`src/rtl/des_ctrl.sv`:
```
// -----------------------------------------------------------------------------
// des_ctrl
//
// Control sequencer between the DES data register FIFO and the DES round
// datapath. When the data register signals a complete 64-bit block
// (full_pulse), the block is loaded into the datapath. The datapath is then
// stepped through ROUNDS rounds with the subkey index for encrypt or decrypt.
// The result is written back to the data register, and done/irq status is
// raised for the register file. The block also owns the data register's
// pointer-clear strobe, which is pulsed when an abort is requested.
//
// Ports
//   hclk, hresetn   clock, asynchronous active-low reset
//   ctrl_en         engine enable (only gates acceptance of a new block)
//   mode_dec        1 = decrypt, 0 = encrypt; latched in LOAD
//   key_ready       key schedule valid
//   full_pulse      one-cycle "block available" strobe from the data register
//   q_all[63:0]     data register contents {word1, word0}
//   abort           synchronous abort request (pulse or level)
//   irq_clr         clears irq and ovf_err
//   core_dout[63:0] round datapath result
//   core_load       load core_din into the datapath
//   core_din[63:0]  block to the datapath (zero outside LOAD)
//   core_round_en   advance the datapath by one round
//   round_idx[3:0]  subkey index for the current round
//   decrypt         latched mode for the datapath
//   deswr           write data_all into the data register
//   data_all[63:0]  result block (zero outside WB)
//   clrptr          active-low pointer clear to the data register
//   busy            sequencer not idle
//   done            one-cycle completion pulse
//   irq             sticky completion interrupt
//   ovf_err         sticky: full_pulse arrived while busy
// -----------------------------------------------------------------------------
module des_ctrl #(
    parameter int ROUNDS = 16
) (
    input  logic        hclk,
    input  logic        hresetn,
    input  logic        ctrl_en,
    input  logic        mode_dec,
    input  logic        key_ready,
    input  logic        full_pulse,
    input  logic [63:0] q_all,
    input  logic        abort,
    input  logic        irq_clr,
    input  logic [63:0] core_dout,
    output logic        core_load,
    output logic [63:0] core_din,
    output logic        core_round_en,
    output logic [3:0]  round_idx,
    output logic        decrypt,
    output logic        deswr,
    output logic [63:0] data_all,
    output logic        clrptr,
    output logic        busy,
    output logic        done,
    output logic        irq,
    output logic        ovf_err
);

    typedef enum logic [2:0] {
        S_IDLE  = 3'd0,
        S_WKEY  = 3'd1,
        S_LOAD  = 3'd2,
        S_ROUND = 3'd3,
        S_WB    = 3'd4,
        S_DONE  = 3'd5
    } state_t;

    // Index of the final round; the round counter stops here instead of
    // wrapping, so a 17th round can never be issued.
    localparam logic [3:0] LAST_RND = 4'(ROUNDS - 1);

    state_t     state_q, state_d;
    logic [3:0] rcnt_q, rcnt_d;
    logic       decrypt_q, decrypt_d;
    logic       irq_q, irq_d;
    logic       ovf_q, ovf_d;
    logic       clrptr_q, clrptr_d;
    logic       abort_q, abort_d;

    always_ff @(posedge hclk or negedge hresetn) begin
        if (!hresetn) begin
            state_q   <= S_IDLE;
            rcnt_q    <= 4'd0;
            decrypt_q <= 1'b0;
            irq_q     <= 1'b0;
            ovf_q     <= 1'b0;
            clrptr_q  <= 1'b1;
            abort_q   <= 1'b0;
        end else begin
            state_q   <= state_d;
            rcnt_q    <= rcnt_d;
            decrypt_q <= decrypt_d;
            irq_q     <= irq_d;
            ovf_q     <= ovf_d;
            clrptr_q  <= clrptr_d;
            abort_q   <= abort_d;
        end
    end

    always_comb begin
        state_d       = state_q;
        rcnt_d        = rcnt_q;
        decrypt_d     = decrypt_q;
        core_load     = 1'b0;
        core_din      = 64'd0;
        core_round_en = 1'b0;
        round_idx     = 4'd0;
        deswr         = 1'b0;
        data_all      = 64'd0;
        done          = 1'b0;

        case (state_q)
            S_IDLE: begin
                // A block offered while disabled is silently dropped.
                if (full_pulse && ctrl_en) begin
                    state_d = key_ready ? S_LOAD : S_WKEY;
                end
            end
            S_WKEY: begin
                if (key_ready) begin
                    state_d = S_LOAD;
                end
            end
            S_LOAD: begin
                core_load = 1'b1;
                core_din  = q_all;
                decrypt_d = mode_dec;
                rcnt_d    = 4'd0;
                state_d   = S_ROUND;
            end
            S_ROUND: begin
                core_round_en = 1'b1;
                // Decrypt consumes the key schedule in reverse order.
                round_idx     = decrypt_q ? (LAST_RND - rcnt_q) : rcnt_q;
                if (rcnt_q == LAST_RND) begin
                    state_d = S_WB;
                end else begin
                    rcnt_d = rcnt_q + 4'd1;
                end
            end
            S_WB: begin
                // An abort arriving in this very cycle must not corrupt
                // the data register, so the write strobe is suppressed.
                deswr    = !abort;
                data_all = core_dout;
                state_d  = S_DONE;
            end
            S_DONE: begin
                done    = !abort;
                state_d = S_IDLE;
            end
            default: begin
                state_d = S_IDLE;
            end
        endcase

        // Abort overrides every transition, including acceptance in IDLE.
        if (abort) begin
            state_d = S_IDLE;
            rcnt_d  = 4'd0;
        end
    end

    // Sticky status: clear first so a same-cycle set wins. irq is set on
    // the WB->DONE transition so it is visible together with done.
    always_comb begin
        irq_d = irq_q;
        ovf_d = ovf_q;
        if (irq_clr) begin
            irq_d = 1'b0;
            ovf_d = 1'b0;
        end
        if (state_q == S_WB && !abort) begin
            irq_d = 1'b1;
        end
        if (full_pulse && state_q != S_IDLE) begin
            ovf_d = 1'b1;
        end
    end

    // Pointer clear fires once on the rising edge of abort, so a level
    // abort still produces a single-cycle strobe.
    always_comb begin
        abort_d  = abort;
        clrptr_d = !(abort && !abort_q);
    end

    assign decrypt = decrypt_q;
    assign busy    = (state_q != S_IDLE);
    assign irq     = irq_q;
    assign ovf_err = ovf_q;
    assign clrptr  = clrptr_q;

endmodule

```
`config.mk`:
```
export PLATFORM = sky130hd
export DESIGN_NAME = des_ctrl
export DESIGN_NICKNAME = d
export VERILOG_FILES = /design/src/rtl/des_ctrl.sv
export SDC_FILE = /design/constraint.sdc
export NUM_CORES = 1
export LEC_CHECK = 0
export ABC_AREA = 1
export BUFFER_PORTS_ARGS = -buffer_cell sky130_fd_sc_hd__buf_2
export CORE_AREA = 2 2 106 108
export CTS_CLUSTER_DIAMETER = 40
export DETAILED_ROUTE_END_ITERATION = 6
export DIE_AREA = 0 0 108 110
export REMOVE_ABC_BUFFERS = 1
export SYNTH_ARGS = -nofsm -noshare
export SYNTH_HDL_FRONTEND = slang
export SYNTH_SLANG_ARGS = --single-unit
```
`constraint.sdc`:
```
create_clock -name hclk -period 1.3 [get_ports hclk]
set_input_delay 0.13 -clock hclk [delete_from_list [all_inputs] [get_ports hclk]]
set_output_delay 0.13 -clock hclk [all_outputs]
set_load 0.1 [all_outputs]
```
# ---- Word level (Yosys, flattened, before mapping)
# Index checks and enable logic that the tools add are counted.
dict set report word_totals {
  out_inout_bits 141
  reg_bits 12
  input_bits 136
  word_cells 53
}
dict set report classes {
  mux 20
  n_addsub 2
  reduce_logical 14
  eq_ne 10
}
# operator n
set op_table {}
lappend op_table {{$mux 64} 2}
lappend op_table {{$mux 4} 4}
lappend op_table {{$pmux 3 s5} 1}
lappend op_table {{$mux 3} 4}
lappend op_table {{$ne 3x3->1 const B} 4}
lappend op_table {{$pmux 4 s2} 1}
lappend op_table {{$mux 1} 7}
lappend op_table {{$eq 3x2->1 const B} 2}
lappend op_table {{$eq 3x3->1 const B} 2}
lappend op_table {{$reduce_bool 3->1} 2}
lappend op_table {{$add 4x1->4 const B} 1}
lappend op_table {{$eq 4x4->1 const B} 1}
lappend op_table {{$logic_and 1x1->1} 4}
lappend op_table {{$reduce_bool 2->1} 2}
lappend op_table {{$sub 4x4->4 const A} 1}
lappend op_table {{$eq 3x1->1 const B} 1}
lappend op_table {{$logic_not 1->1} 3}
lappend op_table {{$logic_not 3->1} 1}
lappend op_table {{$reduce_and 3->1} 1}
lappend op_table {{$mux 2} 1}
lappend op_table {{$reduce_and 2->1} 1}

# ---- Logic depth before layout (Yosys ltp)
# Gate-level depths: netlist (run 1).
dict set report logic_depth {
  word_depth 4
  ltp_mapped 7
  mapped_depth_nobuf 7
}

# ---- Worst setup path before layout (run 1)
# Ideal clock, no wire load.
dict set report synth_timing {
  path_type {flip-flop to output port}
  startpoint {register state_q[1]}
  endpoint {output port done}
  arrival_ns 3.365
  t_required_ns 1.170
  n_path_buf 0
  path_stages_with_launch 2
  setup_slack_ns -2.195
  cell_sequence {dfrtp_1 nor4_1}
}
dict set report synth_via {
  elab_chain_cells 2
}
# item line_no
set synth_rtl {}
lappend synth_rtl {{from (decl)} 75} ;# state_t state_q, state_d;
lappend synth_rtl {{from (signal assigned)} 93} ;# state_q <= state_d;
lappend synth_rtl {{$eq 3x3->1} 115} ;# case (state_q)
lappend synth_rtl {{$mux 1} 115}
lappend synth_rtl {{to (decl)} 57} ;# output logic done,
# No other way between the ends.

# ---- Final worst setup path (run 1)
dict set report layout_timing {
  startpoint {register state_q[1]}
  endpoint {output port data_all[59]}
}
dict set report layout_via {
  elab_chain_cells 2
}
# item line_no
set layout_rtl {}
lappend layout_rtl {{$eq 3x3->1} 115}
lappend layout_rtl {{$mux 64} 115}
lappend layout_rtl {{to (decl)} 54} ;# output logic [63:0] data_all,
# No other way between the ends.

==> reports/metrics.csv, run 1 <==
metric,value,unit
main combinational cell family by area after synthesis,simple AND/OR/NAND/NOR gates,
outcome,"finished, violations left",
row count,38,
WHS Endpoint,decrypt,
Num CTS Buffers,3,
Vias/cell,3.957,
via count,3134,
maximum buffer depth of the clock tree,2,
final clock skew,1.608,ps
Fill cells,882,
Main synth FF type,dfrtp_1,
total gr overflow,0,
Yosys top cell area share,0.3085,
Mapped Area,0.001715,sq mm
die area,0.01188,sq mm
Die Ht,110,microns
footprint of the multi-input gates,0.001648,sq mm
min Tclk post-route,1702,ps
Yosys warnings,0,
I/O pin cnt,277,
P per Cell Area,1296,mW/mm^2
dpl hpwl,8791,microns
Yosys top cell by area,nor2_1,
XOR/XNOR Fraction of Synth Area,0.02042,
post-synthesis mux area share,0,
Post-synth ARST share,1.000,
Final Max Slew Viols,0,
Post-synth EDFFs,0,
H-Tree Depth,1,
max_slew headroom,0.6647,
final setup vio count,143,
Setup Slack @ Placement,-184.1,ps
commonest cells in the netlist,"nor2_1, inv_1, nand2_1, dfrtp_1, nand3_1",
Seq cells post-synth,12,
DRT met1 WL,4135,microns
Initial Utilization,0.1604,
clk_lat worst skew,250,ps
post-route DRC violation count,0,
Detail Route Antenna Nets,0,
CTS tree,done,
failing checks,negative setup slack,
register area,305.3,sq um
final hold violations,0,
Core Area,0.01070,sq mm
mean routed wirelength per cell,15.08,microns
first-pass GRT wire length,15040,microns
top layer in use,met4,
Max Clk Rate,0.5875,GHz
drt pass-1 iters,4,
top-count cell post-synth,nor2_1,
Layout Nets,790,
Worst Reg-to-Reg Cells,8,
post-synthesis compound-gate area fraction,0.02261,
Post-Syn Area per Cell,4.778,sq um
area delta synth->final,281.0,%
Clock Sinks,12,
"Max FO, Critical Path",27,
GRT Util Overall,0.1619,
DR WL met2,7042,microns
setup ws final,-402.1,ps
CP startpoint kind,flip-flop,
CTS clock-pin slew for the worst setup and hold paths,60,ps
Hold WS,73.09,ps
crit path DAT,1570,ps
unrepaired setup endpoints after global routing,yes,
Final Cycle Share,1.309,
number of I/O port buffers,276,
final wirelength,11950,microns
sequential fraction of the synthesis area,0.1758,
ratio of cells with drive above 1 in the final layout,0.6794,
FF-to-FF Start,state_q[2],
Placer Congestion,0.8868,
Synth Area in Simple Gates,0.4179,
initial antenna violation count,0,
Antenna Cells,0,
met3 wire len,540,microns
Slew @ Worst Pin,506.4,ps
largest net degree at the start of global routing,54,
Leak Pwr,0.003250,uW
root buf cell,clkbuf_8,
Synth area leaders,"nor2_1, inv_1, dfrtp_1, nand2_1, nand3_1",
vias in the first global route,2890,
Synth Area in Adders,0.007294,
hold_sp,mode_dec,
HP Class,in2reg,
Mapped Cells,359,
critical path class,reg2out,
initial drt markers,118,
max_cap viols,0,
count of cell types in the netlist,24,
CP Capture Type,output port,
cell depth of the worst min-delay path,3,
Worst VDD drop,1.105,mV
reg2reg setup slack,-120,ps
required time of the worst setup path,1170,ps
RR Endpoint,state_q[0],
die width,108,microns
## cells in the final DEF, fill, tap and decap left out, types with 2 or more instances in the layout
master,count
buf_4,14
or2_2,2
inv_1,133
nor2_4,97
buf_12,143
dfrtp_2,3
xnor2_1,4
clkbuf_16,3
dfrtp_1,8
buf_2,136
nand2_4,2
inv_2,3
nor2_2,20
buf_6,5
o21ai_0,2
nor2_1,26
clkbuf_8,4
nand3_1,8
nand2_1,20
## state kept, by name (all words and copies together) (netlist names)
register  cells
state_q       3
rcnt_q        4
abort_q       1
clrptr        1
decrypt       1
ovf_err       1
irq           1
## how the worst max path moves through the flow
stage                           from      endpoint  slack, ps  cells after the start
after global placement    state_q[1]  core_din[50]       -120                      6
after floorplan           state_q[1]          done      -2190                      1
after detailed placement  state_q[1]  core_din[57]       -180                      6
after CTS                 state_q[2]  core_din[42]       -380                      5
after global routing      state_q[1]  data_all[42]       -460                      5
final                     state_q[1]  data_all[59]       -400                      5
## power by group
part / switching [uW] / leakage (uW) / internal (uW)
logic: 5010 / 0.00307 / 2500
registers: 93.9 / 0.000153 / 439
clock network: 154 / 0.0000288 / 269
total: 5260 / 0.00325 / 3210
## worst max-delay path, stage by stage (launching register included)
cell,delay [ps]
dfrtp_2,440
nor2_4,150
nand2_4,130
buf_12,190
nor2_1,190
buf_12,210
## logic make-up (layout without fill, tap and decap cells)
logic type               count (synthesis)  in the layout
adder cells (fa/ha/maj)                  1              1
buffers and inverters                  153            446
XOR/XNOR                                 4              4
AO/OA/AOI/OAI                            7              7
flip-flops                              12             12
AND/OR/NAND/NOR                        182            182
## through the flow
stage	cell area (sq um)	setup TNS [ps]	std cells	util	total power, uW
after floorplan	1623	-221420	344	-	4385
after detailed placement	5401	-15770	774	0.5049	6923
after CTS	5826	-46580	781	0.5446	7672
final	6536	-46690	792	0.6110	8468
after global placement	5401	-10590	774	0.5049	6883
after global routing	6536	-54920	792	0.6110	8755
## repair_timing
item | 4_1_cts | 5_1_grt
setup endpoints to repair | 143 | 145
pin swaps | 0 | 2
gates cloned | 0 | 8
setup buffers | 2 | 3
endpoints found under the hold margin | 11 | 0
resized for setup | 116 | 129
hold buffers | 1 | 0
## final cells by class
cell class                      instances  area share
Inverter                              138     0.07963
Multi-Input combinational cell        194      0.2521
Timing Repair Buffer                  304      0.5863
Tap cell                              140     0.02680
Clock buffer                            4    0.008423
Sequential cell                        12     0.04671
## per-layer routing
layer,vias up,GRT usage
met2,100,0.3248
li1,1540,-
met5,-,0
met4,0,0.04212
met1,1476,0.1753
met3,18,0.02469
No activity file was read; power rests on OpenSTA's default activity.
==> inputs of run 2 (changes only) <==
Settings changed: HOLD_SLACK_MARGIN set to 0.06, PLACE_DENSITY set to 0.56.
==> run 2 against run 1 <==
Power fell by 2.9%. Sequential share of layout area barely moved. The run still ends with negative setup slack left. First-iteration DRC count fell by 5.9%. Fmax barely moved.
==> reports/metrics.csv, run 2 (same netlist as run 1, synthesis figures left out) <==
metric,value,unit
outcome,"finished, violations left",
failing checks,negative setup slack,
Worst Reg-to-Reg Cells,9,
GRT Util Overall,0.1710,
final wirelength,11910,microns
Finished Cell Area,0.006561,sq mm
reg2reg setup slack,-130,ps
Clock Sinks,12,
required time of the worst setup path,1170,ps
H-Tree Depth,1,
most frequent cells in the layout,"buf_12, buf_2, inv_1",
Die Ht,110,microns
die area,0.01188,sq mm
Setup crit start,state_q[0],
Placer Congestion,0.8173,
initial antenna violation count,2,
ratio of cells with drive above 1 in the final layout,0.7237,
critical path class,reg2out,
setup ws final,-402.7,ps
Core Area,0.01070,sq mm
Leak Pwr,0.003248,uW
Setup Slack @ Placement,-141.1,ps
Post-Place Cells,778,
total gr overflow,0,
final clock skew,1.767,ps
vias in the first global route,3046,
dpl cell area,0.005444,sq mm
Fill cells,847,
Post-Layout Cell Count,795,
Final Max Slew Viols,0,
Slew @ Worst Pin,514.8,ps
Initial Utilization,0.1604,
initial drt markers,111,
unrepaired setup endpoints after global routing,yes,
final setup vio count,143,
CP Capture Type,output port,
first-pass GRT wire length,15990,microns
max FFs per register,4,
dpl hpwl,8893,microns
"Max FO, Critical Path",25,
largest net degree at the start of global routing,29,
number of I/O port buffers,276,
final hold violations,0,
FF-to-FF Start,state_q[2],
max_slew headroom,0.6592,
register area,304.0,sq um
CTS clock-pin slew for the worst setup and hold paths,60,ps
maximum buffer depth of the clock tree,2,
post-route DRC violation count,0,
area delta synth->final,282.5,%
via count,3148,
Worst setup endpoint,data_all[0],
Worst VDD drop,0.8184,mV
I/O pin cnt,277,
P per Cell Area,1254,mW/mm^2
crit path DAT,1570,ps
mean routed wirelength per cell,14.98,microns
RR Endpoint,state_q[0],
Detail Route Antenna Nets,0,
"commonest non-fill, non-tap cell in the layout",buf_12,
drt pass-1 iters,4,
row count,38,
Final Cycle Share,1.310,
Num CTS Buffers,3,
min Tclk post-route,1703,ps
Layout Nets,793,
Vias/cell,3.960,
max_cap viols,0,
CTS tree,done,
Max Clk Rate,0.5873,GHz
clk_lat worst skew,240,ps
Top reg by flops,rcnt_q,
HP Class,in2reg,
largest registers,"rcnt_q x4, state_q x3",
root buf cell,clkbuf_8,
die width,108,microns
footprint of the multi-input gates,0.001645,sq mm
CP startpoint kind,flip-flop,
Antenna Cells,0,
[run 2: changes by cell type in the layout (fill, tap and decap cells not counted), moves of 3 or more]
cell | before | now
nor2_4 | 97 | 80
nor2_1 | 26 | 4
nand2_2 | 1 | 4
nand3_1 | 8 | 5
buf_6 | 5 | 10
nand3_2 | 1 | 4
nor2_2 | 20 | 59
nand2_1 | 20 | 17
[run 2: worst min-delay path by stage]
| stage | slack [ps] | to | from | depth (start not counted) |
|---|---|---|---|---|
| 2_1_floorplan | -170 | abort_q | hresetn | 0 |
| 3_3_place_gp | 30 | abort_q | hresetn | 1 |
| 3_5_place_dp | 40 | abort_q | hresetn | 1 |
| 4_1_cts | 100 | abort_q | abort | 1 |
| 5_1_grt | 120 | abort_q | abort | 1 |
| 6_report | 110 | decrypt | mode_dec | 3 |
[run 2: through the flow]
stage                     setup TNS, ps    util  hold slack (ps)  power [uW]
after CTS                        -42670  0.5712            100.9        7978
after detailed placement         -12380  0.5089            35.25        6984
final                            -46190  0.6133            108.0        8225
after global placement           -12220  0.5089            28.91        6947
after global routing             -53740  0.6133            124.0        8500
after floorplan                 -221420       -           -165.6        4385
[run 2: cell type report]
cell class / count / share of cell area
Sequential cell: 12 / 0.04634
Inverter: 138 / 0.07971
Tap cell: 140 / 0.02670
Multi-Input combinational cell: 194 / 0.2508
Timing Repair Buffer: 307 / 0.5881
Clock buffer: 4 / 0.008391
[run 2: worst max-delay path, cell delays in order (launching register included)]
cell,delay [ps]
dfrtp_2,460
nor2_4,160
nand2_8,110
buf_12,200
nor2_2,170
buf_12,200
[run 2: layer usage]
layer / track usage / share of wire / vias up
met3: 0.03704 / 0.065 / 14
met2: 0.3486 / 0.59 / 114
met5: 0 / 0.0026 / -
li1: - / - / 1543
met1: 0.1780 / 0.33 / 1473
met4: 0.03480 / 0.011 / 4
[run 2: power by group]
part	switching [uW]	total (uW)	internal, uW	leakage (uW)
clock network	151	419	268	0.0000288
registers	88.6	528	439	0.000155
logic	4870	7280	2410	0.00306
[run 2: timing repair]
item                                    4_1_cts  5_1_grt
hold buffers                                  1        0
pin swaps                                     2        7
buffers inserted                              2        7
cloned                                        2        2
resized for setup                           178       84
endpoints found under the setup margin      141      144
hold endpoints to repair                     12        0
